==> src/rtl/rom_fetch_port.sv <==
// Instruction-fetch front end for the boot ROM: accepts byte-addressed fetches,
// drives the ROM word address and returns the registered read data in order.
module rom_fetch_port #(
  parameter int          ADDR_WIDTH = 10,
  parameter int          DATA_WIDTH = 32,
  parameter logic [31:0] BASE_ADDR  = 32'h0000_0000,
  parameter int          FIFO_DEPTH = 3
) (
  input  logic                  clk_i,
  input  logic                  rst_i,
  input  logic                  cmd_valid_i,
  output logic                  cmd_ready_o,
  input  logic [31:0]           cmd_addr_i,
  output logic                  rsp_valid_o,
  input  logic                  rsp_ready_i,
  output logic [DATA_WIDTH-1:0] rsp_data_o,
  output logic                  rsp_error_o,
  output logic [ADDR_WIDTH-1:0] rom_addr_o,
  input  logic [DATA_WIDTH-1:0] rom_q_i
);

  localparam int CW      = $clog2(FIFO_DEPTH + 1);
  localparam int PW      = (FIFO_DEPTH > 1) ? $clog2(FIFO_DEPTH) : 1;
  localparam int WIN_LSB = ADDR_WIDTH + 2;
  localparam logic [CW-1:0] DEPTH_C  = CW'(FIFO_DEPTH);
  localparam logic [PW-1:0] LAST_IDX = PW'(FIFO_DEPTH - 1);

  logic [CW-1:0]         outstanding_q;
  logic [CW-1:0]         fill_q;
  logic                  pending_q;
  logic                  fault_q;
  logic [PW-1:0]         wr_ptr_q;
  logic [PW-1:0]         rd_ptr_q;
  logic [DATA_WIDTH-1:0] data_mem [FIFO_DEPTH];
  logic                  err_mem  [FIFO_DEPTH];
  logic [DATA_WIDTH-1:0] last_data_q;
  logic                  last_err_q;

  logic accept;
  logic pop;
  logic fault;

  function automatic logic [PW-1:0] next_ptr(input logic [PW-1:0] p);
    return (p == LAST_IDX) ? '0 : p + PW'(1);
  endfunction

  assign cmd_ready_o = (outstanding_q < DEPTH_C) && !rst_i;
  assign accept      = cmd_valid_i && cmd_ready_o;
  assign rsp_valid_o = (fill_q != '0);
  assign pop         = rsp_valid_o && rsp_ready_i;
  assign rom_addr_o  = cmd_addr_i[ADDR_WIDTH+1:2];

  // BASE_ADDR is window-aligned, so the range check reduces to the upper bits.
  assign fault = (cmd_addr_i[1:0] != 2'b00) ||
                 (cmd_addr_i[31:WIN_LSB] != BASE_ADDR[31:WIN_LSB]);

  // With the FIFO empty the last popped response stays on the outputs.
  assign rsp_data_o  = rsp_valid_o ? data_mem[rd_ptr_q] : last_data_q;
  assign rsp_error_o = rsp_valid_o ? err_mem[rd_ptr_q]  : last_err_q;

  always_ff @(posedge clk_i or posedge rst_i) begin
    if (rst_i) begin
      outstanding_q <= '0;
      pending_q     <= 1'b0;
      fault_q       <= 1'b0;
    end else begin
      pending_q <= accept;
      fault_q   <= accept && fault;
      case ({accept, pop})
        2'b10:   outstanding_q <= outstanding_q + CW'(1);
        2'b01:   outstanding_q <= outstanding_q - CW'(1);
        default: ;
      endcase
    end
  end

  always_ff @(posedge clk_i or posedge rst_i) begin
    if (rst_i) begin
      fill_q      <= '0;
      wr_ptr_q    <= '0;
      rd_ptr_q    <= '0;
      last_data_q <= '0;
      last_err_q  <= 1'b0;
      for (int i = 0; i < FIFO_DEPTH; i++) begin
        data_mem[i] <= '0;
        err_mem[i]  <= 1'b0;
      end
    end else begin
      if (pending_q) begin
        data_mem[wr_ptr_q] <= fault_q ? '0 : rom_q_i;
        err_mem[wr_ptr_q]  <= fault_q;
        wr_ptr_q           <= next_ptr(wr_ptr_q);
      end
      if (pop) begin
        last_data_q <= data_mem[rd_ptr_q];
        last_err_q  <= err_mem[rd_ptr_q];
        rd_ptr_q    <= next_ptr(rd_ptr_q);
      end
      case ({pending_q, pop})
        2'b10:   fill_q <= fill_q + CW'(1);
        2'b01:   fill_q <= fill_q - CW'(1);
        default: ;
      endcase
    end
  end

endmodule

==> config.mk <==
export PLATFORM = sky130hd
export DESIGN_NAME = rom_fetch_port
export DESIGN_NICKNAME = d
export VERILOG_FILES = /design/src/rtl/rom_fetch_port.sv
export SDC_FILE = /design/constraint.sdc
export NUM_CORES = 1
export LEC_CHECK = 0
export BUFFER_PORTS_ARGS = -buffer_cell sky130_fd_sc_hd__buf_4
export CAP_MARGIN = 5
export CELL_PAD_IN_SITES_DETAIL_PLACEMENT = 1
export CELL_PAD_IN_SITES_GLOBAL_PLACEMENT = 1
export CORE_ASPECT_RATIO = 0.75
export CORE_MARGIN = 3
export CORE_UTILIZATION = 46
export DETAILED_ROUTE_END_ITERATION = 8
export PLACE_DENSITY = 0.95
export SYNTH_ARGS = -nofsm -noshare
export SYNTH_HDL_FRONTEND = slang
export SYNTH_SLANG_ARGS = --single-unit
==> constraint.sdc <==
create_clock -name clk_i -period 11.51 [get_ports clk_i]
set_clock_uncertainty 0.15 [all_clocks]
set_input_delay 1.151 -clock clk_i [delete_from_list [all_inputs] [get_ports clk_i]]
set_output_delay 1.151 -clock clk_i [all_outputs]
set_load 0.02 [all_outputs]
==> impl_results.md, run 1 <==
- Status: completed
- Clk slew on worst S/H paths: 0.06 ns
- Initial antenna violation count: 0
- Slew margin rel.: 0.223
- Count leader, synth: dfrtp_1
- Final Hold Violating Endpoints: 0
- Worst Hold Path EP: outstanding_q[1]
- Max Cap Viol: 0
- 1st-pass router iterations: 5
- Most used DFF post-synth: dfrtp_1
- Maximum buffer depth of the clock tree: 2
- Largest net degree at the start of global routing: 91
- Synth Area in XOR/XNOR: 0.00816
- Pwr/cell area: 344 nW/um^2
- Clk sink count: 142
- Syn nets: 737
- Clock latency at the later pin of the worst-skew pair: 0.43 ns
- R2R Setup Slk: 8.99 ns
- Root Buffer: clkbuf_16
- Post-synthesis simple-gate area fraction: 0.141
- Setup violators final: 0
- Reg-to-Reg End: last_data_q[19]
- Port Buffers: 92
- Syn_area_per_cell: 9.66 sq um
- Layout cells sized above 1: 0.197
- Fraction of registers with async set/reset: 1.00
- Final setup margin: 7.34 ns
- Post-CTS Hold Fix Bufs: 0
- Rows: 36
- WL met2: 9540 microns
- DP Wirelength: 11,400 microns
- Area Growth Syn to Fin: 19.6%
- Post-synth EDFFs: 0
- ANT cells: 0
- DIE HEIGHT: 108 microns
- Critical Path AT: 2.87 ns
- Int Pwr: 1570 uW
- Post-synthesis compound-gate area fraction: 0.180
- Post-synth cell types: 31
- RSZ-0062 raised after global routing: false
- Routed length on met3: 906 microns
- Fillers: 1,492
- DR top layer: met4
- Final design utilization: 0.578
- Final period util: 0.363
- Crit path time final: 4.17 ns
- Largest area contributor in the netlist: dfrtp_1
- Post-Syn Area: 6440 sq um
- Width of the die: 143 microns
- Worst vdd ir: 0.172 mV
- Multiplexer share of the synthesized area: 0.0571
- Critical R2R Launch: rd_ptr_q[1]
- Post-synthesis sequential area ratio: 0.552
- Worst hold path class: flop to flop
- Fin. max-slew vios: 0
- Fin cells: 908
- Post-Syn Instances: 667
- Main combinational cell family by area after synthesis: compound AO/OA/AOI/OAI gates
- Vias in the first global route: 5,802
- CP peak stage delay: 0.93 ns
- Area of the multi-input gates: 2540 sq um
- WL/cell: 20.8 microns
- WL met1: 8090 microns
- Switching share of power: 0.408
- Top-area cell type share of the netlist area: 0.552
- Storage cell area: 3550 sq um
- Layout Nets: 794
- Switching power total: 1080 uW
- Dpl cells: 875
- Clock share of power: 0.214
- Pre-CTS setup slack: 7.80 ns
- F_max: 240 MHz
- Crit path max fanout: 36
- Initial DRC Count: 316
- ANT nets after route: 0
- Static leakage: 0.00367 uW
- CTS tree: done
- Ports: 113
- Gr ovfl total: 0
- CTS H-Tree Depth: 4
- #FFs+latches synth: 142
- Core area: 13,300 sq um
- Hold depth: 1
- GR Util All Layers: 0.253
- Cts repair resizes: 0
- Worst Reg-to-Reg Cells: 3
- DR vias/cell: 5.68
- Largest cells by area after synthesis: dfrtp_1 (55%), o21ai_0 (8.8%), nand2_1 (7.6%), mux2i_1 (5.1%), a2bb2oi_1 (4.5%)
- Placer Congestion: 0.755
- Hold path start: outstanding_q[1]
- Required @ worst endpoint: 10.21 ns
- Crit path launch type: flop
- Crit. End Element: output port
- Crit path cell chain: nor2b_4, a2bb2oi_1, a21oi_1, buf_4
- Total die area: 15,500 sq um
- Adder-cell share of the synthesized area: 0.00389
- Slowest CP cell: nor2b_4
- Total Negative Setup Slacks: 0 ns
- Synth cell count leaders: dfrtp_1 (142), nand2_1 (130), o21ai_0 (113)
- Drt total wl: 18,900 microns
- DR DRC count: 0
- Post-CTS Setup Repair Bufs: 0
- Comb pwr share: 0.437
- Sequential share of power: 0.349
- Critical path type: flop to output port
- Yosys warns: 0
- Initial Utilization: 0.483
- Worst Tran Pin Value: 1.17 ns
- Num CTS Buffers: 17
- DR vias: 5,153
- First-pass GRT wire length: 30,300 microns
[layout by cell type (no fill, tap or decap), types with 2 or more instances in the layout]
| cell type | n |
|---|---|
| a21oi_1 | 34 |
| a2bb2oi_1 | 33 |
| buf_4 | 98 |
| bufinv_16 | 3 |
| clkbuf_16 | 17 |
| clkbuf_8 | 3 |
| clkinv_2 | 5 |
| clkinvlp_4 | 2 |
| dfrtp_1 | 141 |
| ha_1 | 2 |
| inv_1 | 6 |
| mux2_2 | 2 |
| mux2i_1 | 33 |
| nand2_1 | 130 |
| nand2b_1 | 32 |
| nand3b_1 | 2 |
| nor2_1 | 36 |
| nor4_1 | 5 |
| o21ai_0 | 113 |
| o21ai_1 | 13 |
| o21ai_2 | 6 |
| xnor2_1 | 4 |
| xor2_1 | 2 |
[cell families (layout without fill, tap and decap cells)]
kind of cell | Yosys count | count (layout)
compound gates | 202 | 202
xor+xnor | 6 | 6
fa+ha+maj | 2 | 2
buf+inv | 68 | 138
flops | 142 | 142
mux | 36 | 36
simple gates | 211 | 211
[final cells by class]
class,instances,share of cell area
well taps,171,0.0278
repair buffers,99,0.0981
inverters,7,0.00406
multi-input cells,457,0.329
clock buffers,21,0.0611
flip-flops and latches,142,0.462
clock inverters,11,0.0180
[registers in the layout, summed over array words and instances, names as in the netlist]
signal	count
data_mem	96
last_data_q	32
err_mem	3
fill_q	2
outstanding_q	2
rd_ptr_q	2
wr_ptr_q	2
fault_q	1
last_err_q	1
pending_q	1
[stage by stage]
stage / hold WS, ns / instance area [sq um] / total power, uW
after floorplan: 0.292 / 6440 / 1640
after global placement: 0.310 / 7070 / 1940
after detailed placement: 0.312 / 7070 / 2050
after CTS: 0.324 / 7680 / 2660
after global routing: 0.358 / 7700 / 2810
final: 0.320 / 7700 / 2650
[how the worst max path moves through the flow]
stage                start             end  slack [ns]
2_1_floorplan        rst_i     data_mem[0]        6.40
3_3_place_gp   rd_ptr_q[1]  rsp_data_o[19]        7.89
3_5_place_dp   rd_ptr_q[1]  rsp_data_o[17]        7.80
4_1_cts        rd_ptr_q[1]  rsp_data_o[23]        7.34
5_1_grt        rd_ptr_q[1]  rsp_data_o[23]        7.24
6_report       rd_ptr_q[1]  rsp_data_o[17]        7.34
[power groups by stage]
stage	combinational [uW]	clock (uW)	sequential, uW
finish	1160	567	924
global route	1260	598	950
CTS	1160	578	923
detailed placement	1130	0	922
global placement	1060	0	887
floorplan	805	0	831
[worst max-delay path, delay by kind of cell (launching register included)]
kind / cells / cell delay [ns]
DFF: 1 / 0.82
and+or+nand+nor: 1 / 0.93
AOI/OAI and AO/OA: 2 / 0.52
buffers and inverters: 1 / 0.17
[metal layers]
metal	global-route usage	vias up
met5	0	-
li1	-	2366
met2	0.442	132
met3	0.0707	32
met1	0.304	2623
met4	0.0794	0
(Power assumes the default switching activity.)
==> run 2: changes to the inputs <==
Settings changed: CORE_UTILIZATION 46 to 39, PLACE_DENSITY 0.95 to 0.87.
Clock period 11.51 ns to 3.4 ns, I/O delays scaled along.
==> run 2 against run 1 <==
Compared with the run above:
- final area is 1.9% higher
- wire length shrank 12%
- largest cell class unchanged
- sequential power rose to 3.3 times the previous value
- via count fell by 4.1%
- combinational power grew to 3.3 times the previous value
- sequential cell count stayed put
- first-iteration DRC count down 21%
- setup slack worse by 6.8 ns
- die area grew 17%
- count of clock-buffer cells in the layout stayed put
- register-to-register slack worse by 7.9 ns
- final cell count grew 4.8%
==> impl_results.md, run 2 (synthesis results as in run 1) <==
- Hold path start: cmd_addr_i[17]
- Post-CTS Setup Repair Bufs: 0 (unchanged)
- Status: completed
- GRT busiest layer: met2
- Area Growth Syn to Fin: 21.9%
- Required @ worst endpoint: 2.91 ns (-7.30 ns)
- Crit path launch type: flop
- Port Buffers: 92 (unchanged)
- Total die area: 18,100 sq um (+17%)
- Grt met2 use: 0.324 (-0.118)
- Final design utilization: 0.487 (-0.0905)
- Static leakage: 0.00372 uW (+1.2%)
- Worst Hold Path EP: fault_q
- Most flop-heavy register: data_mem
- Width of the die: 154 microns (+8.2%)
- Hold depth: 3 (+2)
- Pwr/cell area: 1130 nW/um^2 (+230%)
- CTS tree: done
- Vias in the first global route: 5,402 (-6.9%)
- Setup crit start: rd_ptr_q[1]
- Fin. max-slew vios: 0 (unchanged)
- Crit path cell chain: buf_4, mux2i_1, a2bb2oi_1, a21oi_1, buf_4
- Crit. End Element: output port
- Slew margin rel.: 0.278 (+0.0556)
- Final period util: 0.854
- Gr ovfl total: 0 (unchanged)
- Commonest non-fill, non-tap cells in the layout: dfrtp_1 (140), nand2_1 (130), o21ai_0 (113), buf_4 (101), nor2_1 (36)
- 1st-pass router iterations: 4 (-1)
- Initial DRC Count: 249 (-21%)
- Biggest regs: data_mem: 96 flops, last_data_q: 32 flops, err_mem: 3 flops
- Cts repair resizes: 0 (unchanged)
- Rows: 40 (+11%)
- Crit path max fanout: 21 (-42%)
- WL/cell: 17.4 microns (-16%)
- CTS H-Tree Depth: 4 (unchanged)
- Total Negative Setup Slacks: 0 ns (unchanged)
- GR Layer Usage met1: 0.259 (-0.0453)
- Layout cells sized above 1: 0.202 (+0.00541)
- GR Util All Layers: 0.195 (-0.0576)
- Reg-to-Reg End: fill_q[1]
- Clock latency at the later pin of the worst-skew pair: 0.42 ns (about the same)
- DIE HEIGHT: 117 microns (+8.1%)
- Maximum buffer depth of the clock tree: 2 (unchanged)
- Worst Reg-to-Reg Cells: 5 (+2)
- Crit-path leading delay family: flip-flops
- Clk slew on worst S/H paths: 0.06 ns (about the same)
- Final setup margin: 0.496 ns (-6.84 ns)
- CP dominant cell by count: buf_4
- Root Buffer: clkbuf_16
- Crit path time final: 2.90 ns
- Pre-CTS setup slack: 0.951 ns (-6.85 ns)
- ANT cells: 0 (unchanged)
- First-pass GRT wire length: 27,900 microns (-7.9%)
- Final Hold Violating Endpoints: 0 (unchanged)
- F_max: 344 MHz
- Largest net degree at the start of global routing: 137 (+51%)
- GR Util met3: 0.0529 (-0.0178)
- Num CTS Buffers: 17 (unchanged)
- Setup violators final: 0 (unchanged)
- Critical path type: flop to output port
- Critical R2R Launch: fill_q[0]
- Max Cap Viol: 0 (unchanged)
- Placer Congestion: 0.724 (-4.1%)
- DP Wirelength: 10,400 microns (-8.8%)
- Layout Nets: 799 (+0.63%)
- Initial Utilization: 0.400 (-0.0834)
- RSZ-0062 raised after global routing: false
- Ports: 113 (unchanged)
- DR vias: 4,944 (-4.1%)
- Worst hold path class: input port to flop
- ANT nets after route: 0 (unchanged)
- Drt total wl: 16,600 microns (-12%)
- Worst vdd ir: 0.429 mV (+150%)
- CP peak stage delay: 0.69 ns (-0.24 ns)
- DR vias/cell: 5.19 (-8.5%)
- Critical Path AT: 2.41 ns (-0.46 ns)
- Initial antenna violation count: 0 (unchanged)
- Slowest CP cell: dfrtp_2
- Commonest non-fill, non-tap cell in the layout: dfrtp_1
- Clk sink count: 142 (unchanged)
- Core area: 16,100 sq um (+21%)
- Max reg flops: 96 (unchanged)
- DR DRC count: 0 (unchanged)
- Worst Tran Pin Value: 1.08 ns (-0.0834 ns)
- Buf/Inv on CP: 2 (+1)
- R2R Setup Slk: 1.13 ns (-7.86 ns)
## run 2: timing repair
action                                  in CTS  in global routing
hold buffers                                 1                  0
endpoints found under the setup margin       0                  0
endpoints found under the hold margin        6                  0
## run 2: worst max path at each step
stage                           endpoint  slack, ns  cells past startpoint
after floorplan              data_mem[0]       1.13                      1
final                      rsp_data_o[0]       0.50                      5
after CTS                  rsp_data_o[5]       0.47                      4
after global placement     rsp_data_o[2]       0.96                      4
after detailed placement  rsp_data_o[24]       0.95                      4
after global routing       rsp_data_o[0]       0.29                      5
## run 2: routing by layer
layer | routed length [microns] | part of all wire
met1 | 7850 | 0.47
met2 | 7870 | 0.47
met3 | 706 | 0.043
met4 | 187 | 0.011
met5 | 0 | 0
## run 2: worst reg2reg max path, stage by stage (launching register included)
cell and delay [ns]:
dfrtp_1 0.46, o21ai_4 0.64, inv_1 0.25, ha_1 0.38, nor2_1 0.17, xor2_1 0.16
## run 2: stage by stage
step                      total power, uW  cell area, sq um  instances  hold slack, ns
after floorplan                      5540              6440        667           0.292
after global placement               6650              7160        918           0.126
after detailed placement             6820              7160        918           0.128
after CTS                            8980              7830        951          0.0304
after global routing                 9580              7850        952          0.0458
final                                8900              7850        952          0.0359
## run 2: area by class of cell
class	count	area, sq um
clock buffers	21	470
clock inverters	11	186
fillers	1816	8270
inverters	7	30.0
multi-input cells	457	2540
flip-flops and latches	142	3560
well taps	210	263
repair buffers	104	808
## run 2: power breakdown
part           switching [uW]  internal (uW)
sequential                531           2480
combinational            2210           1620
clock                     708           1360
==> run 3: changes to the inputs <==
Settings changed: PLACE_DENSITY 0.87 to 0.81.
==> run 3 against run 2 <==
Compared with the run above:
- hold slack gained 0.025 ns
- maximum frequency is essentially flat
- count of clock-buffer cells in the layout grew 1
- final cell count shrank 0.21%
- clock power shrank 9%
- largest cell class unchanged
==> impl_results.md, run 3 (synthesis results as in run 1) <==
- Area of the multi-input gates: 2540 sq um (unchanged)
- DR vias/cell: 5.27 (+1.4%)
- Setup violators final: 0 (unchanged)
- DIE HEIGHT: 117 microns (unchanged)
- Width of the die: 154 microns (unchanged)
- Fin. max-slew vios: 0 (unchanged)
- DR top layer: met4
- Required @ worst endpoint: 2.91 ns (about the same)
- CTS H-Tree Depth: 4 (unchanged)
- Hold depth: 3 (unchanged)
- Commonest non-fill, non-tap cells in the layout: dfrtp_1 (141), nand2_1 (130), o21ai_0 (113), buf_4 (103), nor2_1 (36)
- Worst Hold Path EP: fault_q
- Crit path launch type: flop
- F_max: 344 MHz (about the same)
- Hold path start: cmd_addr_i[17]
- Worst vdd ir: 0.399 mV (-7.1%)
- Port Buffers: 92 (unchanged)
- Placer Congestion: 0.795 (+9.7%)
- Maximum buffer depth of the clock tree: 2 (unchanged)
- Layout cells sized above 1: 0.197 (-0.00486)
- Largest net degree at the start of global routing: 132 (-3.6%)
- Max Cap Viol: 0 (unchanged)
- Most flop-heavy register: data_mem
- WL/cell: 17.9 microns (+2.8%)
- Crit path time final: 2.90 ns (+0.000548 ns)
- Max reg flops: 96 (unchanged)
- Worst Tran Pin Value: 1.09 ns (+0.0104 ns)
- Ports: 113 (unchanged)
- Total die area: 18,100 sq um (unchanged)
- Final design utilization: 0.482 (-0.00474)
- Initial DRC Count: 287 (+15%)
- Crit path max fanout: 24 (+14%)
- Drt total wl: 17,000 microns (+2.6%)
- CTS tree: done
- Critical R2R Launch: pending_q
- Clk sink count: 142 (unchanged)
- DP Wirelength: 11,100 microns (+6.8%)
- GR Util All Layers: 0.195 (about the same)
- Worst hold path class: input port to flop
- Final period util: 0.854 (about the same)
- Clock latency at the later pin of the worst-skew pair: 0.41 ns (about the same)
- Fillers: 1,799 (-0.94%)
- Cts repair resizes: 0 (unchanged)
- Core area: 16,100 sq um (unchanged)
- RSZ-0062 raised after global routing: false
- WL met1: 7550 microns (-3.8%)
- Clk slew on worst S/H paths: 0.05 ns (about the same)
- Rows: 40 (unchanged)
- Worst Reg-to-Reg Cells: 4 (-1)
- Final Hold Violating Endpoints: 0 (unchanged)
- Reg-to-Reg End: data_mem[93]
- Initial antenna violation count: 0 (unchanged)
- Slew margin rel.: 0.272 (-0.00693)
- DR DRC count: 0 (unchanged)
- Layout Nets: 800 (+0.13%)
- Routed length on met3: 818 microns (+16%)
- Critical path type: flop to output port
- Storage cell area: 3550 sq um (about the same)
- Critical Path AT: 2.41 ns (about the same)
- Pwr/cell area: 1120 nW/um^2 (-0.94%)
- Initial Utilization: 0.400 (unchanged)
- First-pass GRT wire length: 27,900 microns (about the same)
- ANT cells: 0 (unchanged)
- R2R Setup Slk: 1.26 ns (+0.13 ns)
- Root Buffer: clkbuf_16
- 1st-pass router iterations: 4 (unchanged)
- Gr ovfl total: 0 (unchanged)
- DR vias: 5,003 (+1.2%)
- Total Power: 8730 uW (-1.9%)
- Vias in the first global route: 5,544 (+2.6%)
- Post-CTS Setup Repair Bufs: 0 (unchanged)
- Biggest regs: data_mem: 96 flops, last_data_q: 32 flops, err_mem: 3 flops
- Num CTS Buffers: 17 (unchanged)
- Pre-CTS setup slack: 0.920 ns (-0.0311 ns)
- Total Negative Setup Slacks: 0 ns (unchanged)
- Status: completed
- Area Growth Syn to Fin: 20.7%
- WHS: 0.0606 ns (+0.0247 ns)
- Static leakage: 0.00368 uW (-0.94%)
- ANT nets after route: 0 (unchanged)
- Commonest non-fill, non-tap cell in the layout: dfrtp_1
- Crit. End Element: output port
- Final setup margin: 0.495 ns (-0.000548 ns)
- WL met2: 8490 microns (+7.9%)
==> run 3: routing by layer <==
metal | vias to the layer above | GRT usage
li1 | 2386 | -
met1 | 2503 | 0.247
met2 | 100 | 0.337
met3 | 14 | 0.0470
met4 | 0 | 0.0571
met5 | - | 0
==> run 3: repair_timing <==
item	in CTS	in global routing
endpoints found under the hold margin	11	0
endpoints found under the setup margin	0	0
hold buffers	1	0
==> run 3: how the worst max path moves through the flow <==
stage                            from        endpoint  slack (ns)
after floorplan                 rst_i     data_mem[0]        1.13
after global placement    rd_ptr_q[1]  rsp_data_o[24]        1.02
after detailed placement    fill_q[0]  rsp_data_o[31]        0.92
after CTS                 rd_ptr_q[1]  rsp_data_o[18]        0.44
after global routing        fill_q[0]  rsp_data_o[31]        0.31
final                     rd_ptr_q[1]  rsp_data_o[18]        0.50
==> run 3: per-stage QoR <==
step,cells,area [sq um]
6_report,950,7770
5_1_grt,950,7770
4_1_cts,950,7770
3_5_place_dp,920,7180
3_3_place_gp,920,7180
2_1_floorplan,667,6440
==> run 3: power breakdown <==
group	internal, uW	switching [uW]	total (uW)	leakage [uW]
logic	1610	2250	3870	0.00163
registers	2480	517	3000	0.00176
clock network	1200	670	1870	0.000288
total	5300	3440	8730	0.00368
==> run 3: layout make-up <==
| class | instances | area share |
|---|---|---|
| Clock buffer | 22 | 0.0610 |
| Clock inverter | 7 | 0.0145 |
| Inverter | 7 | 0.00386 |
| Multi-Input combinational cell | 457 | 0.326 |
| Sequential cell | 142 | 0.457 |
| Tap cell | 210 | 0.0338 |
| Timing Repair Buffer | 105 | 0.103 |
==> run 3: worst max-delay path: stages (launching register included) <==
cell	delay, ns
dfrtp_2	0.61
buf_4	0.49
mux2i_1	0.28
a2bb2oi_1	0.25
a21oi_1	0.16
buf_4	0.22
